===== config.mk =====
export PLATFORM = sky130hd
export DESIGN_NAME = seq_divider
export DESIGN_NICKNAME = d
export VERILOG_FILES = /design/src/rtl/seq_divider_pkg.sv /design/src/rtl/seq_divider_adder.sv /design/src/rtl/seq_divider.sv
export SDC_FILE = /design/constraint.sdc
export NUM_CORES = 1
export LEC_CHECK = 0
export CELL_PAD_IN_SITES_DETAIL_PLACEMENT = 1
export CELL_PAD_IN_SITES_GLOBAL_PLACEMENT = 1
export CORE_MARGIN = 2
export CORE_UTILIZATION = 44
export CTS_BUF_LIST = sky130_fd_sc_hd__clkbuf_4 sky130_fd_sc_hd__clkbuf_8
export CTS_CLUSTER_SIZE = 28
export DETAILED_ROUTE_END_ITERATION = 6
export PLACE_DENSITY = 0.81
export SETUP_SLACK_MARGIN = 0.5
export SYNTH_ARGS = -nofsm -noshare
export SYNTH_HDL_FRONTEND = slang
export SYNTH_SLANG_ARGS = --single-unit

===== constraint.sdc =====
create_clock -name clk -period 21.8 [get_ports clk]
set_clock_uncertainty 0.1 [all_clocks]
set_input_delay 4.36 -clock clk [delete_from_list [all_inputs] [get_ports clk]]
set_output_delay 4.36 -clock clk [all_outputs]
set_load 0.03 [all_outputs]

===== src/rtl/seq_divider_pkg.sv =====
// Shared definitions for the sequential divider: FSM state encodings and the
// divide-class operation codes used by the ALU decode.
package seq_divider_pkg;

    typedef enum logic [1:0] {
        ST_IDLE = 2'd0,
        ST_CALC = 2'd1,
        ST_DONE = 2'd2
    } state_t;

    typedef enum logic [1:0] {
        OP_DIV  = 2'd0,
        OP_DIVU = 2'd1,
        OP_REM  = 2'd2,
        OP_REMU = 2'd3
    } div_op_t;

    function automatic logic is_signed_op(input div_op_t op);
        return (op == OP_DIV) || (op == OP_REM);
    endfunction

endpackage


===== src/rtl/seq_divider_adder.sv =====
// Ripple-carry adder/subtractor: sum = a + (sub ? ~b : b) + sub.
// cout=1 on a subtraction means no borrow (a >= b).
module ripple_carry_adder_subtractor #(
    parameter int N = 33
) (
    input  logic [N-1:0] a,
    input  logic [N-1:0] b,
    input  logic         sub,
    output logic [N-1:0] sum,
    output logic         cout
);

    logic [N:0]   carry;
    logic [N-1:0] b_eff;

    always_comb begin
        b_eff    = b ^ {N{sub}};
        carry    = '0;
        carry[0] = sub;
        sum      = '0;
        for (int i = 0; i < N; i++) begin
            sum[i]       = a[i] ^ b_eff[i] ^ carry[i];
            carry[i+1]   = (a[i] & b_eff[i]) | (carry[i] & (a[i] ^ b_eff[i]));
        end
        cout = carry[N];
    end

endmodule


===== src/rtl/seq_divider.sv =====
// Multi-cycle restoring divider (DIV/DIVU/REM/REMU), one trial subtraction per
// cycle, valid/ready handshakes on request and result sides.
//
//   state   | meaning
//   --------+------------------------------------------------------------
//   ST_IDLE | in_ready=1, waiting for a request
//   ST_CALC | one quotient bit per cycle, counter N-1 down to 0
//   ST_DONE | out_valid=1, result registers held until out_ready
module seq_divider
    import seq_divider_pkg::*;
#(
    parameter int N = 32
) (
    input  logic         clk,
    input  logic         rst_n,
    input  logic         in_valid,
    output logic         in_ready,
    input  logic         in_signed,
    input  logic [N-1:0] in_dividend,
    input  logic [N-1:0] in_divisor,
    output logic         out_valid,
    input  logic         out_ready,
    output logic [N-1:0] out_quotient,
    output logic [N-1:0] out_remainder,
    output logic         out_dbz
);

    localparam int             CW       = $clog2(N);
    localparam logic [CW-1:0]  CNT_LAST = CW'(N - 1);
    localparam logic [CW-1:0]  CNT_ONE  = CW'(1);
    localparam logic [N-1:0]   ONE      = {{(N-1){1'b0}}, 1'b1};
    localparam logic [N-1:0]   MIN_NEG  = {1'b1, {(N-1){1'b0}}};

    function automatic logic [N-1:0] negate(input logic [N-1:0] x);
        return ~x + ONE;
    endfunction

    state_t         state_q, state_d;
    logic [CW-1:0]  cnt_q, cnt_d;
    logic [N-1:0]   pr_q, pr_d;
    logic [N-1:0]   sr_q, sr_d;
    logic [N-1:0]   dv_q, dv_d;
    logic           qneg_q, qneg_d;
    logic           rneg_q, rneg_d;
    logic [N-1:0]   quot_q, quot_d;
    logic [N-1:0]   rmd_q, rmd_d;
    logic           dbz_q, dbz_d;

    logic [N:0]     trial_a;
    logic [N:0]     trial_b;
    logic [N:0]     trial_sum;
    logic           trial_cout;
    logic           unused_trial_msb;
    logic [N-1:0]   pr_step;
    logic [N-1:0]   sr_step;
    logic [N-1:0]   a_mag;
    logic [N-1:0]   b_mag;

    // Shift the next dividend bit into the partial remainder, then try D.
    assign trial_a = {pr_q, sr_q[N-1]};
    assign trial_b = {1'b0, dv_q};

    ripple_carry_adder_subtractor #(.N(N + 1)) u_trial (
        .a    (trial_a),
        .b    (trial_b),
        .sub  (1'b1),
        .sum  (trial_sum),
        .cout (trial_cout)
    );

    // A successful trial never exceeds the divisor, so the top bit is always 0.
    assign unused_trial_msb = trial_sum[N];
    assign pr_step = trial_cout ? trial_sum[N-1:0] : trial_a[N-1:0];
    assign sr_step = {sr_q[N-2:0], trial_cout};

    assign a_mag = (in_signed && in_dividend[N-1]) ? negate(in_dividend) : in_dividend;
    assign b_mag = (in_signed && in_divisor[N-1])  ? negate(in_divisor)  : in_divisor;

    always_comb begin
        state_d = state_q;
        cnt_d   = cnt_q;
        pr_d    = pr_q;
        sr_d    = sr_q;
        dv_d    = dv_q;
        qneg_d  = qneg_q;
        rneg_d  = rneg_q;
        quot_d  = quot_q;
        rmd_d   = rmd_q;
        dbz_d   = dbz_q;
        case (state_q)
            ST_IDLE: begin
                if (in_valid) begin
                    dbz_d  = 1'b0;
                    qneg_d = in_signed & (in_dividend[N-1] ^ in_divisor[N-1]);
                    rneg_d = in_signed & in_dividend[N-1];
                    if (in_divisor == '0) begin
                        quot_d  = '1;
                        rmd_d   = in_dividend;
                        dbz_d   = 1'b1;
                        state_d = ST_DONE;
                    end else if (in_signed && in_dividend == MIN_NEG && in_divisor == '1) begin
                        quot_d  = in_dividend;
                        rmd_d   = '0;
                        state_d = ST_DONE;
                    end else begin
                        pr_d    = '0;
                        sr_d    = a_mag;
                        dv_d    = b_mag;
                        cnt_d   = CNT_LAST;
                        state_d = ST_CALC;
                    end
                end
            end
            ST_CALC: begin
                pr_d  = pr_step;
                sr_d  = sr_step;
                cnt_d = cnt_q - CNT_ONE;
                if (cnt_q == '0) begin
                    cnt_d   = '0;
                    quot_d  = qneg_q ? negate(sr_step) : sr_step;
                    rmd_d   = rneg_q ? negate(pr_step) : pr_step;
                    state_d = ST_DONE;
                end
            end
            ST_DONE: begin
                if (out_ready) begin
                    state_d = ST_IDLE;
                end
            end
            default: state_d = ST_IDLE;
        endcase
    end

    always_ff @(posedge clk or negedge rst_n) begin
        if (!rst_n) begin
            state_q <= ST_IDLE;
            cnt_q   <= '0;
            pr_q    <= '0;
            sr_q    <= '0;
            dv_q    <= '0;
            qneg_q  <= 1'b0;
            rneg_q  <= 1'b0;
            quot_q  <= '0;
            rmd_q   <= '0;
            dbz_q   <= 1'b0;
        end else begin
            state_q <= state_d;
            cnt_q   <= cnt_d;
            pr_q    <= pr_d;
            sr_q    <= sr_d;
            dv_q    <= dv_d;
            qneg_q  <= qneg_d;
            rneg_q  <= rneg_d;
            quot_q  <= quot_d;
            rmd_q   <= rmd_d;
            dbz_q   <= dbz_d;
        end
    end

    assign in_ready      = (state_q == ST_IDLE);
    assign out_valid     = (state_q == ST_DONE);
    assign out_quotient  = quot_q;
    assign out_remainder = rmd_q;
    assign out_dbz       = dbz_q;

endmodule


==> impl_summary.txt, run 1 <==
----------------------------------------------------
[Detailed routing]
  Drt initial violations ... about 950
  Uppermost layer routed ... met4
  Antenna viol nets, final ... 0
  Met3 layer wire length in the routed design ... approximately 2.7 mm
  Residual DRC ... 0
  Number of vias per cell after detailed routing ... ~6.2
  WL met2 ... around 18 mm
  Detailed-router iteration count before antenna repair ... 5
  Number of vias after detailed routing ... about 11000
  Wire length after detailed routing ... ~40 mm
  Per-cell routed wire length ... 23.1 µm
  Total routed wire length on the met1 layer ... ~18 mm

[Placed design]
  Routability-driven placement congestion ratio ... slightly above 0.9
  Placed wire-length estimate ... approximately 30 mm
  I/O Buffers ... 135

[Min path]
  Min-delay worst type ... flop to flop
  Hold worst-path end ... out_remainder[5]$_DFFE_PN0P_
  Hold Path Depth ... 2
  Launch instance of the worst min-delay path ... out_remainder[5]$_DFFE_PN0P_

[Yosys]
  Cell type with the largest total area after synthesis ... sky130_fd_sc_hd__dfrtp_1
  Cell variety after synth ... between 60 and 70
  Adder and majority cell fraction of the synthesized area ... around 6.2%
  Multiplexer share of the synthesized area ... under 10%
  Prevailing post-synth register cell ... sky130_fd_sc_hd__dfrtp_1
  Yosys reg bits ... 170
  Number of flops mapped to enable cells by yosys ... 0
  Portion of the post-synthesis area used by sequential elements ... between 30% and 40%
  Share of the synthesized area in compound gates (AO/OA/AOI/OAI) ... 20.3%
  Fraction of registers with async set or reset after synthesis ... between 90% and 100%
  Area of the mapped netlist ... 0.0114 mm²
  Yosys warning total ... 0
  Per-instance average area after synthesis ... roughly 8.6 µm²
  Ranking of synthesized cells by area ... sky130_fd_sc_hd__dfrtp_1 37%, sky130_fd_sc_hd__xnor2_1 6.0%, sky130_fd_sc_hd__fa_1 5.5%, sky130_fd_sc_hd__nand2_1 4.5%, sky130_fd_sc_hd__o21ai_0 4.1%
  Basic-gate share of the synthesized area counting and, or, nand and nor cells ... approximately a fifth
  Share of the synthesized area in the top cell type ... a little under two fifths
  Cell count after synthesis ... about 1300
  Main combinational cell family by area after synthesis ... compound AO/OA/AOI/OAI gates
  Nets in the synthesized netlist ... ~1400
  Fraction of synthesized cell area in xor and xnor cells ... under 10%

[Setup path]
  Crit path top cell by count ... sky130_fd_sc_hd__fa_1
  Critical Setup Path Class ... flop to flop
  Worst reg2reg endpoint ... out_remainder[31]$_DFFE_PN0P_
  Data arrival, critical path ... approximately 17 ns
  Crit path buf inv count ... 6
  Length in cells of the worst reg-to-reg path ... 45
  Register-to-register path setup slack ... between 4 and 5 ns
  Req. time, crit path ... 22.06 ns
  Family with the most delay on the worst path ... adder cells
  Setup crit start kind ... flop
  Kind of capture point of the worst setup path ... flop
  Largest stage delay on the critical path ... around 0.8 ns
  Origin of the critical flop-to-flop path ... sr_q[31]$_DFFE_PN0P_
  CP max FO ... 38
  Cell at the slowest stage of the critical path ... sky130_fd_sc_hd__nor4_2

[Floorplan]
  Top Ports ... roughly 140
  Height of the die ... between 150 and 200 µm
  Area inside the core boundary ... 0.0253 mm²
  Floorplan row count ... slightly below 60
  Initial Util ... between 40 and 50%
  Die Outline Area ... roughly 0.027 mm²
  Horizontal extent of the die ... 165 µm

[Run status]
  Outcome ... completed

[Clock tree]
  Clock transition time at the flip-flop clock pins of the worst setup and hold paths ... around 0.1 ns
  Number of hold buffers added after cts ... 0
  # Post-CTS Setup Buffers ... 0
  CTS HTree Levels ... 4
  Clock sink count ... 170
  Clock buffers created by TritonCTS ... 17
  Count of cells resized by post-cts repair ... 0
  TritonCTS clock tree ... yes
  Maximum clock insertion buffer count ... 2
  Master cell of the clock root buffer ... sky130_fd_sc_hd__clkbuf_8
  Clock insertion delay at the later pin of the skew report ... between 0.4 and 0.5 ns

[Timing]
  Achievable clock frequency ... slightly below 60 MHz
  Setup repair after global routing missed its margin ... no
  Final number of setup-violating endpoints ... 0
  Fin. Hold Viols ... 0
  Final worst path period need ... roughly 17 ns
  Worst slew slack as a fraction of its limit ... around 17%
  Period Utilization, post-route ... roughly four fifths
  Transition time at the pin with the least slew margin ... ~1.2 ns
  Slew Viols, Final ... 0
  Setup TNS ... 0 ns

[GRT]
  GRT Total Usage ... between 30% and 40%
  Maximum number of pins on one net before global-route repair ... around 110
  Wire length of the first global-routing pass ... between 60 and 70 mm
  Vias in the first global route ... approximately 11000
  Number of antenna violations at the first check in global routing ... 0
  Sum of overflow across all layers after global routing ... 0

[Final layout]
  Number of inserted diodes ... 0
  Filler instances ... between 2000 and 3000
  Final Core Density ... between 50 and 60%
  Final #Nets ... ~1500
  Area Growth Syn to Fin ... 16.8%
  Share of layout cells above drive strength 1 ... 4.68%

[Power and ir drop]
  Cell leakage power ... a little over 5 nW
  Ratio of total power to cell area ... 189 mW/mm²
  Max VDD drop ... between 0.07 and 0.08 mV

[Run]
  Maximum capacitance violations ... 0

----------------------------------------------------
[cell families after synthesis]
| kind of cell | count (synthesis) |
|---|---|
| and+or+nand+nor | 456 |
| adders and majority gates | 38 |
| xor gates and xnor gates | 111 |
| buffers and inverters | 144 |
| AOI/OAI and AO/OA | 372 |
| muxes | 36 |
| DFF | 170 |
[through the flow]
stage	instance area, µm²	instances	hold slack (ns)	setup slack [ns]	power, mW
after detailed placement	12800	1709	0.376	4.71	2.23
after CTS	13300	1741	0.397	4.69	2.49
final	13300	1741	0.389	4.59	2.52
after floorplan	11400	1327	0.350	6.21	1.68
after global placement	12800	1709	0.363	5.26	2.16
after global routing	13300	1741	0.413	3.98	2.69
[state kept, by name, indices dropped and copies added, names as in the netlist]
| signal | count |
|---|---|
| cnt_q | 5 |
| out_dbz | 1 |
| out_remainder | 32 |
| rneg_q | 1 |
| sr_q | 32 |
| out_quotient | 32 |
| state_q | 2 |
| pr_q | 32 |
| qneg_q | 1 |
| dv_q | 32 |
[routing by layer]
layer,vias up,track usage (%)
li1,4881,-
met5,-,0
met1,5387,44.4
met3,57,5.10
met4,0,10.4
met2,398,46.6
[final cells by class]
| class | count | area, µm² | area share (%) |
|---|---|---|---|
| multi-input combinational | 1013 | 6560 | 49.4 |
| sequential | 170 | 4250 | 32.0 |
| timing repair buffer | 145 | 1430 | 10.7 |
| tap | 330 | 413 | 3.11 |
| clock buffer | 19 | 255 | 1.92 |
| inverter | 51 | 191 | 1.44 |
| clock inverter | 13 | 183 | 1.37 |
[cells in the mapped netlist (all sizes together) (9+ instances only)]
| cell type | n |
|---|---|
| o21ai | 122 |
| clkbuf | 59 |
| xnor2 | 78 |
| nor3 | 24 |
| o21a | 11 |
| or4 | 24 |
| fa | 31 |
| nand4 | 9 |
| nor2 | 117 |
| or3 | 18 |
| xor2 | 33 |
| a31oi | 26 |
| inv | 50 |
| o41ai | 10 |
| o31ai | 28 |
| buf | 34 |
| o311ai | 10 |
| o211ai | 20 |
| nand3 | 74 |
| a21oi | 76 |
| nand2 | 136 |
| dfrtp | 170 |
| mux2i | 33 |
| a22oi | 11 |
| o22ai | 27 |
| nor4 | 26 |
[worst min-delay path, stage by stage, from the launching register on]
cell	delay [ns]
sky130_fd_sc_hd__dfrtp_1	0.35
sky130_fd_sc_hd__nand2_1	0.05
sky130_fd_sc_hd__o21ai_0	0.06
[worst max path at each step]
stage / slack, ns / depth (start not counted) / startpoint / to
floorplan: 6.21 / 49 / sr_q[31]$_DFFE_PN0P_ / out_quotient[26]$_DFFE_PN0P_
global placement: 5.26 / 45 / sr_q[31]$_DFFE_PN0P_ / out_remainder[31]$_DFFE_PN0P_
detailed placement: 4.71 / 45 / sr_q[31]$_DFFE_PN0P_ / out_remainder[31]$_DFFE_PN0P_
CTS: 4.69 / 45 / sr_q[31]$_DFFE_PN0P_ / out_remainder[31]$_DFFE_PN0P_
global route: 3.98 / 45 / sr_q[31]$_DFFE_PN0P_ / out_remainder[31]$_DFFE_PN0P_
finish: 4.59 / 45 / sr_q[31]$_DFFE_PN0P_ / out_remainder[31]$_DFFE_PN0P_
[power breakdown]
| part | switching [mW] | total [mW] | internal [mW] |
|---|---|---|---|
| clock | 0.138 | 0.260 | 0.122 |
| combinational | 1.01 | 1.63 | 0.623 |
| sequential | 0.163 | 0.629 | 0.466 |
| total | 1.31 | 2.52 | 1.21 |
[cells in the final DEF, fill, tap and decap left out, types with 6 or more instances in the layout]
cell type and count:
sky130_fd_sc_hd__dfrtp_1 170, sky130_fd_sc_hd__nand2_1 136, sky130_fd_sc_hd__clkdlybuf4s50_1 134, sky130_fd_sc_hd__nor2_1 116, sky130_fd_sc_hd__o21ai_0 94, sky130_fd_sc_hd__xnor2_1 78
sky130_fd_sc_hd__a21oi_1 76, sky130_fd_sc_hd__nand3_1 74, sky130_fd_sc_hd__inv_1 50, sky130_fd_sc_hd__mux2i_1 33, sky130_fd_sc_hd__xor2_1 33, sky130_fd_sc_hd__fa_1 31
sky130_fd_sc_hd__o31ai_1 28, sky130_fd_sc_hd__o22ai_1 27, sky130_fd_sc_hd__o21ai_1 27, sky130_fd_sc_hd__a31oi_1 26, sky130_fd_sc_hd__nor4_1 25, sky130_fd_sc_hd__or4_1 24
sky130_fd_sc_hd__nor3_1 23, sky130_fd_sc_hd__o211ai_1 19, sky130_fd_sc_hd__or3_1 18, sky130_fd_sc_hd__clkbuf_8 18, sky130_fd_sc_hd__o21a_1 11, sky130_fd_sc_hd__a22oi_1 11
sky130_fd_sc_hd__o41ai_1 10, sky130_fd_sc_hd__o311ai_0 10, sky130_fd_sc_hd__buf_4 10, sky130_fd_sc_hd__nand4_1 9, sky130_fd_sc_hd__and2_1 7, sky130_fd_sc_hd__ha_1 7
sky130_fd_sc_hd__a31o_2 6
No activity file was read; power rests on OpenSTA's default activity.
==> run 2, diff against run 1 <==
- clock period: 21.8 -> 16.3 ns (I/O delays scaled with it)
==> run 2 against run 1 <==
Final area up 1.5%. Critical path type unchanged. Flip-flop and latch count unchanged. Cell count up 0.92%. Die area unchanged. Critical endpoint unchanged. Count of clock-buffer cells in the layout down 1. Clock power up 15%. Sequential power up 37%. Global-route usage up 0.39 points.
==> impl_summary.txt, run 2 (same netlist as run 1, synthesis figures left out) <==
----------------------------------------------------
[Run status]
  Outcome ... completed

[Final layout]
  Area Growth Syn to Fin ... 18.6%
  Number of inserted diodes ... 0 (unchanged)
  Most used cells in the layout excluding fill and tap cells ... 170 x sky130_fd_sc_hd__dfrtp_1, 135 x sky130_fd_sc_hd__nand2_1, 134 x sky130_fd_sc_hd__clkdlybuf4s50_1, 116 x sky130_fd_sc_hd__nor2_1, 92 x sky130_fd_sc_hd__o21ai_0
  Final Core Density ... 53.4% (+0.79 points)
  Share of layout cells above drive strength 1 ... 7.08% (+2.4 points)
  Final #Nets ... 1521 (+1.1%)
  Most common cell after layout, fill and taps aside ... sky130_fd_sc_hd__dfrtp_1

[Detailed routing]
  Number of vias per cell after detailed routing ... 6.20 (+0.72%)
  Wire length after detailed routing ... 41.3 mm (+2.7%)
  Per-cell routed wire length ... 23.5 µm (+1.7%)
  Antenna viol nets, final ... 0 (unchanged)
  Detailed-router iteration count before antenna repair ... 5 (unchanged)
  Number of vias after detailed routing ... 10900 (+1.6%)
  Drt initial violations ... 834 (-12%)
  Residual DRC ... 0 (unchanged)

[Setup path]
  Data arrival, critical path ... 15.76 ns (-1.71 ns)
  Cell at the slowest stage of the critical path ... sky130_fd_sc_hd__or4_1
  Req. time, crit path ... 16.57 ns (-5.49 ns)
  Length in cells of the worst reg-to-reg path ... 44 (-2.2%)
  Kind of capture point of the worst setup path ... flop
  CP max FO ... 16 (-58%)
  Origin of the critical flop-to-flop path ... sr_q[31]$_DFFE_PN0P_
  Critical Setup Path Class ... flop to flop
  Crit path top cell by count ... sky130_fd_sc_hd__fa_1
  Register-to-register path setup slack ... 0.81 ns (-3.78 ns)
  Largest stage delay on the critical path ... 0.60 ns (-0.21 ns)
  Worst reg2reg endpoint ... out_remainder[31]$_DFFE_PN0P_
  Launch point of the worst path ... sr_q[31]$_DFFE_PN0P_
  Setup crit start kind ... flop

[Min path]
  Hold Path Depth ... 1 (-1)
  Launch instance of the worst min-delay path ... out_quotient[25]$_DFFE_PN0P_
  Hold worst-path end ... out_quotient[25]$_DFFE_PN0P_
  Min-delay worst type ... flop to flop

[Placed design]
  I/O Buffers ... 135 (unchanged)
  Placed wire-length estimate ... 29.7 mm (about the same)
  Worst setup slack after placement ... 0.394 ns (-4.32 ns)
  Routability-driven placement congestion ratio ... 0.917 (+1.2%)

[Power and ir drop]
  Cell leakage power ... 5.09 nW (+1.3%)
  Sw power ... 1.81 mW (+38%)
  Share of total power in combinational logic ... 66.2% (+1.5 points)
  Switching power share of the total ... 52.8% (+0.86 points)
  Clk network pwr share ... 8.7% (-1.6 points)
  Internal power ... 1.62 mW (+34%)
  Post-layout power ... 3.42 mW (+36%)
  Part of the power in registers ... 25.1% (about the same)
  Ratio of total power to cell area ... 254 mW/mm² (+34%)
  Max VDD drop ... 0.114 mV (+62%)

[Clock tree]
  Maximum clock insertion buffer count ... 2 (unchanged)
  TritonCTS clock tree ... yes
  Master cell of the clock root buffer ... sky130_fd_sc_hd__clkbuf_8
  Clock buffers created by TritonCTS ... 17 (unchanged)
  CTS HTree Levels ... 4 (unchanged)
  Clock sink count ... 170 (unchanged)
  Clock insertion delay at the later pin of the skew report ... 0.49 ns (about the same)
  Clock transition time at the flip-flop clock pins of the worst setup and hold paths ... 0.11 ns (about the same)

[Floorplan]
  Height of the die ... 165 µm (unchanged)
  Horizontal extent of the die ... 165 µm (unchanged)
  Top Ports ... 136 (unchanged)
  Floorplan row count ... 58 (unchanged)
  Die Outline Area ... 0.0272 mm² (unchanged)
  Area inside the core boundary ... 0.0253 mm² (unchanged)
  Initial Util ... 45.0% (unchanged)

[Timing]
  Slew Viols, Final ... 0 (unchanged)
  Transition time at the pin with the least slew margin ... 1.22 ns (-0.0178 ns)
  Setup TNS ... 0 ns (unchanged)
  Achievable clock frequency ... 64.5 MHz (+11%)
  Period Utilization, post-route ... 95.0% (+16 points)
  Setup repair after global routing missed its margin ... no
  Crit path setup slack, layout ... 0.808 ns (-3.78 ns)
  Worst slew slack as a fraction of its limit ... 18.6% (+1.2 points)
  Final number of setup-violating endpoints ... 0 (unchanged)
  Fin. Hold Viols ... 0 (unchanged)
  Final worst path period need ... 15.49 ns (-1.72 ns)
  Final Hold Slack ... 0.397 ns (+0.00704 ns)

[GRT]
  Met1 track utilization from global routing ... 43.9% (-0.50 points)
  GRT Total Usage ... 31.1% (+0.39 points)
  Maximum number of pins on one net before global-route repair ... 91 (-17%)
  Wire length of the first global-routing pass ... 64.0 mm (+1.1%)
  Number of antenna violations at the first check in global routing ... 0 (unchanged)
  Global routing usage on met3 ... 6.58% (+1.5 points)
  Global routing's busiest layer ... met2
  Sum of overflow across all layers after global routing ... 0 (unchanged)
  GRT met2 Usage ... 47.2% (+0.53 points)
  Vias in the first global route ... 10900 (-0.51%)

[Run]
  Maximum capacitance violations ... 0 (unchanged)

----------------------------------------------------
==> run 2: layout make-up <==
class | count | area, µm²
tap | 330 | 413
multi-input combinational | 1013 | 6670
clock inverter | 14 | 133
fill | 2971 | 11800
timing repair buffer | 161 | 1580
clock buffer | 18 | 241
inverter | 51 | 195
sequential | 170 | 4250
==> run 2: routing by layer <==
layer,wire length (µm),up-vias
met4,1440,0
met3,3190,86
li1,-,4929
met5,0,-
met1,18300,5443
met2,18400,441
==> run 2: power by group through the flow <==
stage	clock network (mW)	logic (mW)	registers, mW
4_1_cts	0.303	2.16	0.847
3_3_place_gp	0	2.06	0.844
2_1_floorplan	0	1.35	0.897
6_report	0.300	2.27	0.859
5_1_grt	0.320	2.45	0.887
3_5_place_dp	0	2.13	0.854
==> run 2: stage by stage <==
step	instances	cell area [µm²]
6_report	1757	13500
5_1_grt	1757	13500
4_1_cts	1744	13300
3_5_place_dp	1712	12900
3_3_place_gp	1712	12900
2_1_floorplan	1327	11400
==> run 2: critical path: cells and delay by family (launching register included) <==
family / cells / cell delay [ns]
multiplexers: 1 / 0.16
adder cells (fa/ha/maj): 32 / 12.13
buffers and inverters: 5 / 0.48
AO/OA/AOI/OAI: 2 / 0.77
AND/OR/NAND/NOR: 4 / 1.30
flip-flops: 1 / 0.42
==> run 2: worst max-delay path by stage <==
stage          slack (ns)                             to  cells past startpoint
2_1_floorplan        0.71   out_quotient[26]$_DFFE_PN0P_                     49
3_3_place_gp         0.74   out_quotient[26]$_DFFE_PN0P_                     46
3_5_place_dp         0.39   out_quotient[26]$_DFFE_PN0P_                     46
4_1_cts              0.44  out_remainder[28]$_DFFE_PN0P_                     48
5_1_grt              0.44  out_remainder[29]$_DFFE_PN0P_                     44
6_report             0.81  out_remainder[31]$_DFFE_PN0P_                     44
==> run 2: what timing repair did <==
item / 4_1_cts / 5_1_grt
endpoints found under the hold margin: 0 / 0
endpoints found under the setup margin: 14 / 42
cloned: 0 / 1
gates resized for setup: 5 / 24
hold buffers: 0 / 0
setup buffers: 0 / 12
pin swaps: 0 / 4
